File: src/rtl/dmem_pkg.sv
// Shared definitions for the data-memory arbiter: FSM states, port IDs, widths.
package dmem_pkg;

    localparam int ADDR_W = 32;
    localparam int DATA_W = 32;
    localparam int BE_W   = 4;

    localparam logic PORT_CPU = 1'b0;
    localparam logic PORT_DBG = 1'b1;

    typedef enum logic [1:0] {
        IDLE  = 2'd0,
        ISSUE = 2'd1,
        WAIT  = 2'd2,
        RESP  = 2'd3
    } state_t;

endpackage

File: src/rtl/rr_pick2.sv
// Combinational two-way request picker with optional round-robin tie-break.
import dmem_pkg::*;

module rr_pick2 #(
    parameter bit RR = 1'b1
) (
    input  logic req0,
    input  logic req1,
    input  logic last_gnt,
    output logic gnt_id,
    output logic gnt_valid
);

    // Pick a port: single requester wins outright, ties go opposite last_gnt (RR) or to CPU.
    always_comb begin
        gnt_valid = req0 | req1;
        gnt_id    = PORT_CPU;
        if (req0 && req1) begin
            gnt_id = RR ? ~last_gnt : PORT_CPU;
        end else if (req1) begin
            gnt_id = PORT_DBG;
        end
    end

endmodule

File: src/rtl/dmem_arbiter.sv
// Arbiter and access sequencer sharing one data memory between the CPU and a debug/loader port.
import dmem_pkg::*;

module dmem_arbiter #(
    parameter int MEM_LAT = 1,
    parameter int RR      = 1
) (
    input  logic              clk,
    input  logic              reset,

    input  logic              cpu_req,
    input  logic              cpu_we,
    input  logic [ADDR_W-1:0] cpu_addr,
    input  logic [DATA_W-1:0] cpu_wdata,
    input  logic [BE_W-1:0]   cpu_be,
    output logic [DATA_W-1:0] cpu_rdata,
    output logic              cpu_done,
    output logic              cpu_stall,

    input  logic              dbg_req,
    input  logic              dbg_we,
    input  logic [ADDR_W-1:0] dbg_addr,
    input  logic [DATA_W-1:0] dbg_wdata,
    input  logic [BE_W-1:0]   dbg_be,
    output logic [DATA_W-1:0] dbg_rdata,
    output logic              dbg_done,

    output logic              mem_en,
    output logic              mem_we,
    output logic [ADDR_W-1:0] mem_addr,
    output logic [DATA_W-1:0] mem_wdata,
    output logic [BE_W-1:0]   mem_be,
    input  logic [DATA_W-1:0] mem_rdata,

    output logic              busy
);

    localparam int                 CNT_W  = $clog2(MEM_LAT) + 1;
    localparam logic [CNT_W-1:0]   LAT_M1 = CNT_W'(MEM_LAT - 1);

    state_t              state;
    state_t              state_next;
    logic                last_gnt;
    logic                gnt_id;
    logic                pick_id;
    logic                pick_valid;
    logic                lat_we;
    logic [ADDR_W-3:0]   lat_addr;
    logic [DATA_W-1:0]   lat_wdata;
    logic [BE_W-1:0]     lat_be;
    logic [CNT_W-1:0]    cnt;
    logic                unused_addr_lsbs;

    // Byte-offset bits never reach memory; the access is always word-aligned.
    assign unused_addr_lsbs = ^{cpu_addr[1:0], dbg_addr[1:0]};

    rr_pick2 #(
        .RR (RR != 0)
    ) u_pick (
        .req0      (cpu_req),
        .req1      (dbg_req),
        .last_gnt  (last_gnt),
        .gnt_id    (pick_id),
        .gnt_valid (pick_valid)
    );

    // State register.
    always_ff @(posedge clk) begin
        if (reset) begin
            state <= IDLE;
        end else begin
            state <= state_next;
        end
    end

    // Next-state logic for the IDLE -> ISSUE -> WAIT -> RESP cycle.
    always_comb begin
        state_next = state;
        case (state)
            IDLE:    if (pick_valid) state_next = ISSUE;
            ISSUE:   state_next = WAIT;
            WAIT:    if (cnt == '0) state_next = RESP;
            RESP:    state_next = IDLE;
            default: state_next = IDLE;
        endcase
    end

    // Grant latching, latency counting, read-data capture and last-grant tracking.
    always_ff @(posedge clk) begin
        if (reset) begin
            gnt_id    <= PORT_CPU;
            last_gnt  <= PORT_DBG;
            lat_we    <= 1'b0;
            lat_addr  <= '0;
            lat_wdata <= '0;
            lat_be    <= '0;
            cnt       <= '0;
            cpu_rdata <= '0;
            dbg_rdata <= '0;
        end else begin
            case (state)
                IDLE: begin
                    if (pick_valid) begin
                        gnt_id <= pick_id;
                        if (pick_id == PORT_DBG) begin
                            lat_we    <= dbg_we;
                            lat_addr  <= dbg_addr[ADDR_W-1:2];
                            lat_wdata <= dbg_wdata;
                            lat_be    <= dbg_be;
                        end else begin
                            lat_we    <= cpu_we;
                            lat_addr  <= cpu_addr[ADDR_W-1:2];
                            lat_wdata <= cpu_wdata;
                            lat_be    <= cpu_be;
                        end
                    end
                end
                ISSUE: cnt <= LAT_M1;
                WAIT: begin
                    if (cnt == '0) begin
                        if (!lat_we) begin
                            if (gnt_id == PORT_DBG) dbg_rdata <= mem_rdata;
                            else                    cpu_rdata <= mem_rdata;
                        end
                    end else begin
                        cnt <= cnt - CNT_W'(1);
                    end
                end
                RESP:    last_gnt <= gnt_id;
                default: ;
            endcase
        end
    end

    assign mem_en    = (state == ISSUE);
    assign mem_we    = mem_en & lat_we;
    assign mem_addr  = {lat_addr, 2'b00};
    assign mem_wdata = lat_wdata;
    assign mem_be    = lat_be;
    assign cpu_done  = (state == RESP) && (gnt_id == PORT_CPU);
    assign dbg_done  = (state == RESP) && (gnt_id == PORT_DBG);
    assign cpu_stall = cpu_req & ~cpu_done;
    assign busy      = (state != IDLE);

endmodule

File: config.mk
export PLATFORM = sky130hd
export DESIGN_NAME = dmem_arbiter
export DESIGN_NICKNAME = d
export VERILOG_FILES = /design/src/rtl/dmem_pkg.sv /design/src/rtl/rr_pick2.sv /design/src/rtl/dmem_arbiter.sv
export SDC_FILE = /design/constraint.sdc
export NUM_CORES = 1
export LEC_CHECK = 0
export BUFFER_PORTS_ARGS = -buffer_cell sky130_fd_sc_hd__clkbuf_2
export CAP_MARGIN = 5
export CORE_UTILIZATION = 30
export DETAILED_ROUTE_END_ITERATION = 12
export GPL_TIMING_DRIVEN = 0
export PLACE_DENSITY = 0.6
export REMOVE_ABC_BUFFERS = 1
export SETUP_SLACK_MARGIN = 0.2
export SLEW_MARGIN = 25
export SYNTH_ARGS = -nofsm -noshare
export SYNTH_HDL_FRONTEND = slang
export SYNTH_SLANG_ARGS = --single-unit
File: constraint.sdc
create_clock -name clk -period 4 [get_ports clk]
set_input_delay 0.2 -clock clk [delete_from_list [all_inputs] [get_ports clk]]
set_output_delay 0.2 -clock clk [all_outputs]
set_load 0.02 [all_outputs]
==> results of run 1 <==
-- critical path, stage by stage (launching register included) --
cell and delay, ps:
sky130_fd_sc_hd__dfxtp_1 340, sky130_fd_sc_hd__inv_1 110, sky130_fd_sc_hd__ha_1 230, sky130_fd_sc_hd__nor3b_4 660, sky130_fd_sc_hd__buf_6 280, sky130_fd_sc_hd__nand2_1 70, sky130_fd_sc_hd__a21oi_1 140
-- placed cells by master (no fill, tap or decap), types with 3 or more instances in the layout --
| cell | netlist | routed |
|---|---|---|
| sky130_fd_sc_hd__clkinv_4 | 0 | 5 |
| sky130_fd_sc_hd__a211oi_2 | 20 | 20 |
| sky130_fd_sc_hd__dlygate4sd3_1 | 0 | 32 |
| sky130_fd_sc_hd__buf_6 | 2 | 3 |
| sky130_fd_sc_hd__nand2_1 | 195 | 195 |
| sky130_fd_sc_hd__clkbuf_16 | 0 | 17 |
| sky130_fd_sc_hd__inv_1 | 4 | 4 |
| sky130_fd_sc_hd__nor2_1 | 72 | 72 |
| sky130_fd_sc_hd__dfxtp_1 | 135 | 135 |
| sky130_fd_sc_hd__clkbuf_2 | 0 | 304 |
| sky130_fd_sc_hd__a211oi_1 | 48 | 48 |
| sky130_fd_sc_hd__buf_16 | 0 | 5 |
| sky130_fd_sc_hd__bufinv_16 | 0 | 4 |
| sky130_fd_sc_hd__inv_6 | 0 | 3 |
| sky130_fd_sc_hd__a21oi_1 | 131 | 131 |
| sky130_fd_sc_hd__ha_1 | 5 | 5 |
-- layer usage --
metal | vias up | share of wire | track usage
met2 | 222 | 0.47 | 0.319
met1 | 2583 | 0.42 | 0.217
li1 | 2921 | - | -
met5 | - | 0 | 0
met3 | 15 | 0.098 | 0.0733
met4 | 0 | 0.012 | 0.0580
-- power by group through the flow --
stage | Sequential, mW | Combinational, mW | Clock, mW
6_report | 1.85 | 2.24 | 1.72
5_1_grt | 1.90 | 2.45 | 1.83
4_1_cts | 1.85 | 2.27 | 1.76
3_5_place_dp | 1.88 | 2.24 | 0
3_3_place_gp | 1.87 | 2.16 | 0
2_1_floorplan | 2.25 | 0.976 | 0
-- registers in the layout, summed over array words and instances (netlist names) --
| signal | count |
|---|---|
| lat_addr | 30 |
| mem_be | 4 |
| dbg_rdata | 32 |
| mem_wdata | 32 |
| last_gnt | 1 |
| cpu_rdata | 32 |
| gnt_id | 1 |
| state | 2 |
| lat_we | 1 |
-- final cells by class --
| cell class | count | area share |
|---|---|---|
| Clock inverter | 15 | 0.0265 |
| Sequential cell | 135 | 0.328 |
| Clock buffer | 17 | 0.0517 |
| Inverter | 4 | 0.00182 |
| Tap cell | 229 | 0.0348 |
| Timing Repair Buffer | 348 | 0.252 |
| Multi-Input combinational cell | 488 | 0.304 |
-- per-stage QoR --
step	hold WS, ps	power, mW	setup WS, ps	cells
floorplan	265	3.22	1720	627
global route	2.98	6.17	1910	1236
global placement	430	4.02	371	1161
CTS	0.281	5.89	2050	1236
finish	13.9	5.81	2080	1236
detailed placement	433	4.12	2060	1172
-- Yosys cell counts --
| master | n |
|---|---|
| sky130_fd_sc_hd__a211o_1 | 1 |
| sky130_fd_sc_hd__a211oi_1 | 48 |
| sky130_fd_sc_hd__a211oi_2 | 20 |
| sky130_fd_sc_hd__a21bo_2 | 1 |
| sky130_fd_sc_hd__a21boi_2 | 1 |
| sky130_fd_sc_hd__a21oi_1 | 131 |
| sky130_fd_sc_hd__a22oi_1 | 1 |
| sky130_fd_sc_hd__and2_1 | 2 |
| sky130_fd_sc_hd__and3b_1 | 1 |
| sky130_fd_sc_hd__buf_1 | 3 |
| sky130_fd_sc_hd__buf_2 | 18 |
| sky130_fd_sc_hd__buf_4 | 9 |
| sky130_fd_sc_hd__buf_6 | 2 |
| sky130_fd_sc_hd__clkbuf_1 | 27 |
| sky130_fd_sc_hd__conb_1 | 1 |
| sky130_fd_sc_hd__dfxtp_1 | 135 |
| sky130_fd_sc_hd__ha_1 | 5 |
| sky130_fd_sc_hd__inv_1 | 4 |
| sky130_fd_sc_hd__mux2i_1 | 1 |
| sky130_fd_sc_hd__nand2_1 | 195 |
| sky130_fd_sc_hd__nand3b_1 | 1 |
| sky130_fd_sc_hd__nor2_1 | 72 |
| sky130_fd_sc_hd__nor2b_1 | 1 |
| sky130_fd_sc_hd__nor3b_2 | 1 |
| sky130_fd_sc_hd__o21a_1 | 1 |
| sky130_fd_sc_hd__o21ai_2 | 1 |
| sky130_fd_sc_hd__or3b_1 | 1 |
| sky130_fd_sc_hd__or3b_2 | 1 |
-- kinds of logic (layout without fill, tap and decap cells) --
| kind of cell | count (synthesis) | count (layout) | synth area share |
|---|---|---|---|
| AO/OA/AOI/OAI | 205 | 205 | 0.241 |
| adder cells (fa/ha/maj) | 5 | 5 | 0.0114 |
| buffers and inverters | 63 | 384 | 0.0562 |
| flip-flops | 135 | 135 | 0.494 |
| multiplexers | 1 | 1 | 0.00183 |
| other | 1 | 2 | 0.000685 |
| AND/OR/NAND/NOR | 275 | 275 | 0.195 |
-- final timing paths --
kind         cells after the start             to
max                              6  cpu_rdata[31]
max reg2reg                      6  cpu_rdata[31]
min                              3   mem_wdata[1]
min reg2reg                      2  dbg_rdata[29]
==> reports/qor.log, run 1 <==
[sta] Layout Skew 10.8 ps
[setup_path] worst flop-to-flop path startpoint state[0]
[grt] number of global-route vias before repair 5208
[route] iteration count of the initial detailed-routing pass 4
[setup_path] required time of the critical path 4330 ps
[status] status finished clean
[grt] All-Layer GR Usage 0.188
[grt] initial antenna violation count 0
[sta] worst slew pin tran 869 ps
[power_and_ir_drop] sequential share of power 0.319
[clock_tree] number of hold buffers added after cts 32
[hold_path] type of the most critical hold path input port to flop
[clock_tree] H-tree level count 4
[route] Routed wire per std cell 14.8 um
[sta] final sum of negative setup slack 0 ps
[sta] Achievable Freq 521 MHz
[placement] Post-DP Area 7260 um2
[sta] count of endpoints failing setup in the final report 0
[logic_synthesis] Yosys top cell area share 0.494
[logic_synthesis] count of different cell masters after synthesis 28
[placement] Port Buffer Count 305
[setup_path] Setup Crit Path Kind flop to flop
[floorplanning] Placeable Area 17900 um2
[setup_path] top fanout value on the critical path 17
[route] via count 5741
[sta] remaining max-slew budget at the tightest pin 0.421
[route] drt total wl 18.3 mm
[floorplanning] row count 49
[power_and_ir_drop] cell area power density 706 nW/um2
[setup_path] Crit. Startpoint state[0]
[power_and_ir_drop] Combinational Power Share 0.385
[clock_tree] CTS tree built
[logic_synthesis] number of warnings issued by yosys 0
[sta] final critical-path required period 1920 ps
[floorplanning] chip width 137 um
[logic_synthesis] flop and latch count out of synthesis 135
[power_and_ir_drop] internal power contribution 3.55 mW
[placement] GPL Wtd Cong 0.759
[setup_path] type of destination of the critical path flop
[setup_path] reg2reg setup slack 2080 ps
[final_layout] total area of sequential cells 2700 um2
[grt] GRT Residual Overflow 0
[placement] sum of net half-perimeters after detailed placement 12.9 mm
[power_and_ir_drop] maximum ir drop on the vdd rail 0.000311 V
[clock_tree] buffer depth of the longest clock path 2
[power_and_ir_drop] switching power 2.26 mW
[route] number of remaining DRC errors 0
[logic_synthesis] syn_area_per_cell 7.99 um2
[clock_tree] buffer count from post-CTS setup fixing 0
[logic_synthesis] share of synthesized area occupied by flip-flops and latches 0.494
[final_layout] Area growth syn-to-layout 50.3%
[final_layout] area of the multi-input gates 2500 um2
[logic_synthesis] Netlist Area Pre-Place 5470 um2
[final_layout] Fill cells 1829
[clock_tree] count of clock tree sinks 135
[floorplanning] overall die area 18800 um2
[floorplanning] initial core utilization 0.306
[logic_synthesis] Synth Instances 685
[grt] wire length of the first global-routing pass 27.2 mm
[job] number of violations of the max-capacitance limit 0
[grt] largest net degree at the start of global routing 70
[clock_tree] clock latency on the worst-skew pair 420 ps
[setup_path] crit start category flop
[final_layout] final design utilization 0.460
[clock_tree] cells resized by post-CTS repair 0
[final_layout] net count reported at finish 1173
[floorplanning] number of primary I/O pins 312
[sta] unrepaired setup endpoints after global routing false
[power_and_ir_drop] clock network power share 0.296
[logic_synthesis] largest cells by area after synthesis sky130_fd_sc_hd__dfxtp_1 (49%), sky130_fd_sc_hd__nand2_1 (13%), sky130_fd_sc_hd__a21oi_1 (12%)
[logic_synthesis] cell type with the largest total area after synthesis sky130_fd_sc_hd__dfxtp_1
[clock_tree] clock buffers created by TritonCTS 17
[setup_path] arrival time of the worst setup path 2250 ps
[floorplanning] height of the die 137 um
[clock_tree] clock slew at the register clock pins of the worst setup and hold paths 60 ps
[route] post-detailed-route count of antenna-violating nets 0
[final_layout] final cell area excluding filler cells 8230 um2
[final_layout] ratio of cells with drive above 1 in the final layout 0.373
[clock_tree] clock tree root driver cell sky130_fd_sc_hd__clkbuf_16
[route] vias per inst 4.64
[sta] max-slew violation count 0
[final_layout] antenna diode count 0
[route] Initial DRC Count 224
[hold_path] startpoint of the most critical hold path cpu_wdata[1]
[power_and_ir_drop] leakage power figure 3.80 nW
[sta] final-report hold violation count 0
[power_and_ir_drop] switching part of the total 0.389
[sta] final worst-path cycle share 0.480
Power figures use the tool's default switching activity.
==> run 2: changes to the inputs <==
--- a/config.mk
+++ b/config.mk
@@ -10,7 +10,7 @@
 export CORE_UTILIZATION = 30
 export DETAILED_ROUTE_END_ITERATION = 12
 export GPL_TIMING_DRIVEN = 0
-export PLACE_DENSITY = 0.6
+export PLACE_DENSITY = 0.62
 export REMOVE_ABC_BUFFERS = 1
 export SETUP_SLACK_MARGIN = 0.2
 export SLEW_MARGIN = 25
==> constraint.sdc (replaced) <==
create_clock -name clk -period 1.7 [get_ports clk]
set_input_delay 0.085 -clock clk [delete_from_list [all_inputs] [get_ports clk]]
set_output_delay 0.085 -clock clk [all_outputs]
set_load 0.02 [all_outputs]
==> reports/qor.log, run 2 (same netlist as run 1, synthesis figures left out) <==
[floorplanning] initial core utilization 0.306
[placement] Port Buffer Count 305
[floorplanning] overall die area 18800 um2
[clock_tree] H-tree level count 4
[floorplanning] Placeable Area 17900 um2
[route] iteration count of the initial detailed-routing pass 4
[clock_tree] clock slew at the register clock pins of the worst setup and hold paths 60 ps
[placement] GPL Wtd Cong 0.743
[setup_path] top fanout value on the critical path 14
[route] post-detailed-route count of antenna-violating nets 0
[sta] unrepaired setup endpoints after global routing true
[status] status finished clean
[power_and_ir_drop] Combinational Power Share 0.430
[route] drt total wl 22.7 mm
[sta] count of endpoints failing setup in the final report 0
[final_layout] antenna diode count 0
[setup_path] type of destination of the critical path flop
[clock_tree] clock tree root driver cell sky130_fd_sc_hd__clkbuf_16
[route] Routed wire per std cell 16.5 um
[setup_path] Crit. Startpoint state[0]
[floorplanning] chip width 137 um
[sta] post-layout worst setup margin 196 ps
[setup_path] worst setup path endpoint lat_addr[16]
[clock_tree] clock latency on the worst-skew pair 420 ps
[power_and_ir_drop] internal power contribution 8.66 mW
[hold_path] type of the most critical hold path input port to flop
[setup_path] worst flop-to-flop path startpoint state[0]
[sta] final critical-path required period 1500 ps
[floorplanning] row count 49
[grt] largest net degree at the start of global routing 77
[placement] number of instances in the placed design 1172
[setup_path] crit start category flop
[setup_path] length in cells of the worst reg-to-reg path 6
[clock_tree] buffer depth of the longest clock path 2
[grt] number of global-route vias before repair 6220
[grt] GRT Residual Overflow 0
[sta] remaining max-slew budget at the tightest pin 0.631
[grt] initial antenna violation count 0
[sta] final-report hold violation count 0
[sta] max-slew violation count 0
[power_and_ir_drop] leakage power figure 4.41 nW
[final_layout] most common cell after layout, fill and taps aside sky130_fd_sc_hd__clkbuf_2
[final_layout] final design utilization 0.541
[power_and_ir_drop] clock network power share 0.264
[placement] Post-DP Area 7280 um2
[power_and_ir_drop] switching power 5.81 mW
[power_and_ir_drop] sequential share of power 0.306
[setup_path] reg2reg setup slack 200 ps
[power_and_ir_drop] switching part of the total 0.401
[clock_tree] CTS tree built
[final_layout] ratio of cells with drive above 1 in the final layout 0.359
[sta] final worst-path cycle share 0.885
[grt] All-Layer GR Usage 0.219
[final_layout] Final Non-Filler Cells 1376
[sta] worst slew pin tran 554 ps
[floorplanning] number of primary I/O pins 312
[power_and_ir_drop] maximum ir drop on the vdd rail 0.000764 V
[floorplanning] height of the die 137 um
[setup_path] slowest stage delay, CP 340 ps
[final_layout] net count reported at finish 1313
[route] via count 6623
[setup_path] required time of the critical path 2030 ps
[power_and_ir_drop] final total power 14.5 mW
[setup_path] Setup Crit Path Kind flop to flop
[grt] wire length of the first global-routing pass 31.5 mm
[clock_tree] count of clock tree sinks 135
[clock_tree] clock buffers created by TritonCTS 17
[final_layout] commonest cells after routing, fill and taps aside sky130_fd_sc_hd__clkbuf_2 (302), sky130_fd_sc_hd__nand2_1 (195), sky130_fd_sc_hd__dlygate4sd3_1 (149)
[final_layout] final cell area excluding filler cells 9690 um2
[placement] sum of net half-perimeters after detailed placement 12.7 mm
[setup_path] reg-to-reg endpoint lat_addr[16]
[setup_path] cells along the critical path inv_2 -> ha_4 -> o21a_4 -> clkbuf_16 -> nor2_1 -> a211oi_2
[placement] minimum setup slack after placement -157 ps
[sta] Achievable Freq 665 MHz
[job] number of violations of the max-capacitance limit 0
[setup_path] arrival time of the worst setup path 1830 ps
[route] Initial DRC Count 273
[sta] Layout Skew 8.16 ps
[route] number of remaining DRC errors 0
[final_layout] Area growth syn-to-layout 77.1%
[route] vias per inst 4.81
[power_and_ir_drop] cell area power density 1490 nW/um2
[setup_path] CP max stage cell sky130_fd_sc_hd__dfxtp_2
## run 2: changes by cell type in the layout (fill, tap and decap cells not counted), moves of 3 or more
| cell | change |
|---|---|
| sky130_fd_sc_hd__dlygate4sd3_1 | +117 |
| sky130_fd_sc_hd__buf_4 | +13 |
| sky130_fd_sc_hd__clkinvlp_4 | +4 |
| sky130_fd_sc_hd__dfxtp_1 | -4 |
| sky130_fd_sc_hd__dfxtp_2 | +4 |
| sky130_fd_sc_hd__clkinv_4 | -3 |
| sky130_fd_sc_hd__inv_1 | -3 |
| sky130_fd_sc_hd__inv_2 | +3 |
| sky130_fd_sc_hd__or3b_4 | +3 |
## run 2: how the worst min path moves through the flow
stage	cells past startpoint	endpoint	slack [ps]	start
after floorplan	1	lat_addr[0]	150	reset
after global placement	3	mem_wdata[7]	320	cpu_wdata[7]
after detailed placement	3	mem_be[1]	320	cpu_be[1]
after CTS	3	lat_addr[2]	2	dbg_addr[4]
after global routing	3	lat_addr[5]	20	dbg_addr[7]
final	3	lat_addr[2]	20	dbg_addr[4]
## run 2: power by group through the flow
stage	logic, mW	clock network (mW)	registers [mW]
6_report	6.22	3.82	4.42
5_1_grt	6.66	4.04	4.51
4_1_cts	5.76	3.89	4.40
3_5_place_dp	5.25	0	4.42
3_3_place_gp	4.55	0	4.23
2_1_floorplan	2.30	0	5.28
## run 2: metal layers
| layer | share of wire | track usage | routed length, um |
|---|---|---|---|
| met2 | 0.48 | 0.368 | 10900 |
| met5 | 0 | 0 | 0 |
| met3 | 0.081 | 0.0581 | 1830 |
| met1 | 0.42 | 0.260 | 9560 |
| met4 | 0.021 | 0.0965 | 486 |
## run 2: timing repair
| item | 4_1_cts | 5_1_grt |
|---|---|---|
| hold endpoints to repair | 131 | 0 |
| hold buffers | 149 | 0 |
| setup buffers | 8 | 7 |
| gates cloned | 3 | 5 |
| setup endpoints to repair | 136 | 110 |
| pin swaps | 1 | 3 |
| gates resized for setup | 16 | 12 |
## run 2: per-stage QoR
| stage | TNS [ps] | hold WS, ps |
|---|---|---|
| after global routing | 0 | 18.4 |
| after detailed placement | -6720 | 319 |
| final | 0 | 17.9 |
| after global placement | -187390 | 315 |
| after CTS | 0 | 1.84 |
| after floorplan | -44410 | 150 |
## run 2: layout make-up
type	count	area [um2]
Timing Repair Buffer	483	3470
Clock buffer	18	439
Multi-Input combinational cell	493	2610
Sequential cell	135	2710
Inverter	4	15.0
Clock inverter	14	165
Fill cell	1615	8210
Tap cell	229	287
## run 2: worst max-delay path, delay by kind of cell, from the launching register on
| kind | cells | cell delay [ps] |
|---|---|---|
| simple gates | 1 | 70 |
| flops | 1 | 340 |
| buf+inv | 2 | 340 |
| compound gates | 2 | 450 |
| fa+ha+maj | 1 | 200 |
==> run 3: changes to the inputs <==
--- a/config.mk
+++ b/config.mk
@@ -7,10 +7,12 @@
 export LEC_CHECK = 0
 export BUFFER_PORTS_ARGS = -buffer_cell sky130_fd_sc_hd__clkbuf_2
 export CAP_MARGIN = 5
+export CORE_ASPECT_RATIO = 1.4
 export CORE_UTILIZATION = 30
 export DETAILED_ROUTE_END_ITERATION = 12
 export GPL_TIMING_DRIVEN = 0
 export PLACE_DENSITY = 0.62
+export RECOVER_POWER = 100
 export REMOVE_ABC_BUFFERS = 1
 export SETUP_SLACK_MARGIN = 0.2
 export SLEW_MARGIN = 25
==> reports/qor.log, run 3 (same netlist as run 1, synthesis figures left out) <==
[setup_path] reg2reg setup slack 120 ps
[clock_tree] buffer depth of the longest clock path 2
[final_layout] most common cell after layout, fill and taps aside sky130_fd_sc_hd__nand2_1
[sta] count of endpoints failing setup in the final report 0
[placement] GPL Wtd Cong 0.756
[sta] max-slew violation count 0
[final_layout] Fill cells 1746
[sta] worst slew pin tran 557 ps
[clock_tree] clock latency on the worst-skew pair 410 ps
[route] via count 6596
[sta] final worst-path cycle share 0.927
[setup_path] length in cells of the worst reg-to-reg path 7
[placement] minimum setup slack after placement -305 ps
[grt] number of global-route vias before repair 6391
[hold_path] type of the most critical hold path input port to flop
[sta] final-report hold violation count 0
[sta] unrepaired setup endpoints after global routing true
[floorplanning] overall die area 18800 um2
[grt] wire length of the first global-routing pass 31.9 mm
[floorplanning] initial core utilization 0.305
[final_layout] antenna diode count 0
[route] metal1 wirelength 8.41 mm
[power_and_ir_drop] switching part of the total 0.402
[route] vias per inst 4.79
[floorplanning] chip width 116 um
[route] routed wl met3 1.42 mm
[placement] Port Buffer Count 305
[setup_path] required time of the critical path 1970 ps
[power_and_ir_drop] switching power 5.63 mW
[setup_path] worst setup path endpoint lat_addr[5]
[final_layout] Area growth syn-to-layout 72.4%
[route] Routed wire per std cell 15.8 um
[sta] post-layout worst setup margin 124 ps
[final_layout] final design utilization 0.526
[power_and_ir_drop] maximum ir drop on the vdd rail 0.000822 V
[route] drt total wl 21.7 mm
[placement] number of instances in the placed design 1184
[setup_path] type of destination of the critical path flop
[setup_path] crit start category flop
[clock_tree] clock tree root driver cell sky130_fd_sc_hd__clkbuf_16
[setup_path] top fanout value on the critical path 6
[route] iteration count of the initial detailed-routing pass 4
[floorplanning] height of the die 162 um
[clock_tree] count of clock tree sinks 135
[setup_path] Setup Crit Path Kind flop to flop
[setup_path] slowest stage delay, CP 360 ps
[final_layout] ratio of cells with drive above 1 in the final layout 0.241
[clock_tree] H-tree level count 4
[sta] final critical-path required period 1580 ps
[floorplanning] Placeable Area 17900 um2
[clock_tree] clock slew at the register clock pins of the worst setup and hold paths 60 ps
[route] number of remaining DRC errors 0
[sta] Layout Skew 8.60 ps
[setup_path] reg-to-reg endpoint lat_addr[5]
[power_and_ir_drop] leakage power figure 3.91 nW
[setup_path] cells along the critical path inv_1 -> ha_4 -> o21ai_4 -> clkbuf_16 -> buf_12 -> a21oi_1 -> a211oi_2
[setup_path] Crit. Startpoint state[1]
[route] post-detailed-route count of antenna-violating nets 0
[grt] GRT Residual Overflow 0
[status] status finished clean
[setup_path] worst flop-to-flop path startpoint state[1]
[clock_tree] CTS tree built
[setup_path] arrival time of the worst setup path 1850 ps
[floorplanning] row count 58
[clock_tree] clock buffers created by TritonCTS 17
[sta] Achievable Freq 634 MHz
[power_and_ir_drop] final total power 14.0 mW
[placement] sum of net half-perimeters after detailed placement 12.8 mm
[final_layout] commonest cells after routing, fill and taps aside sky130_fd_sc_hd__nand2_1 (195), sky130_fd_sc_hd__clkbuf_2 (169), sky130_fd_sc_hd__dlygate4sd3_1 (141)
[power_and_ir_drop] internal power contribution 8.36 mW
[grt] largest net degree at the start of global routing 72
[route] Initial DRC Count 329
[floorplanning] number of primary I/O pins 312
[sta] remaining max-slew budget at the tightest pin 0.629
[power_and_ir_drop] clock network power share 0.254
[grt] All-Layer GR Usage 0.219
[job] number of violations of the max-capacitance limit 0
[power_and_ir_drop] sequential share of power 0.318
[setup_path] CP max stage cell sky130_fd_sc_hd__dfxtp_4
[power_and_ir_drop] Combinational Power Share 0.427
[route] uppermost signal routing layer after detailed routing met4
[sta] final sum of negative setup slack 0 ps
[grt] initial antenna violation count 0
[power_and_ir_drop] cell area power density 1480 nW/um2
[route] met2 layer wire length in the routed design 11.2 mm
[final_layout] net count reported at finish 1304
[final_layout] Final Non-Filler Cells 1377
-- run 3: power by group through the flow --
stage               Clock [mW]  Combinational (mW)  Sequential, mW
finish                    3.56                5.98            4.45
CTS                       3.65                5.76            4.42
global placement             0                4.45            4.23
global route              3.76                6.47            4.54
detailed placement           0                5.23            4.45
floorplan                    0                2.30            5.28
-- run 3: through the flow --
step                area, um2  hold WS, ps
finish                   9440         9.38
global route             9440         12.8
CTS                      9450        0.964
detailed placement       7330          320
global placement         7010          314
floorplan                5180          150
-- run 3: worst max-delay path: cells and delay by family (launching register included) --
kind | cells | cell delay [ps]
buffers and inverters | 3 | 450
AO/OA/AOI/OAI | 3 | 420
flip-flops | 1 | 360
adder cells (fa/ha/maj) | 1 | 210
-- run 3: what timing repair did --
action | in CTS | in global routing
gates resized for setup | 16 | 27
endpoints found under the hold margin | 131 | 0
endpoints found under the setup margin | 138 | 103
buffers inserted | 8 | 5
pin swaps | 2 | 9
gates cloned | 4 | 4
hold buffers | 141 | 0
-- run 3: per-layer routing --
metal | up-vias | GRT usage
met5 | - | 0
met4 | 0 | 0.0991
met3 | 43 | 0.0571
met2 | 304 | 0.404
met1 | 3066 | 0.228
li1 | 3183 | -
-- run 3: how the worst min path moves through the flow --
stage / endpoint / slack [ps] / start / depth (start not counted)
2_1_floorplan: lat_addr[0] / 150 / reset / 1
3_3_place_gp: mem_wdata[4] / 310 / cpu_wdata[4] / 3
3_5_place_dp: mem_wdata[0] / 320 / cpu_wdata[0] / 3
4_1_cts: mem_wdata[30] / 1 / dbg_wdata[30] / 3
5_1_grt: lat_addr[23] / 10 / dbg_addr[25] / 3
6_report: mem_wdata[30] / 9 / dbg_wdata[30] / 3
-- run 3: final cells by class --
cell class                      instances  area, um2  area share
Clock buffer                           20        467      0.0495
Clock inverter                         11        101      0.0107
Inverter                                4       17.5     0.00186
Multi-Input combinational cell        492       2600       0.276
Sequential cell                       135       2710       0.287
Tap cell                              240        300      0.0318
Timing Repair Buffer                  475       3240       0.343
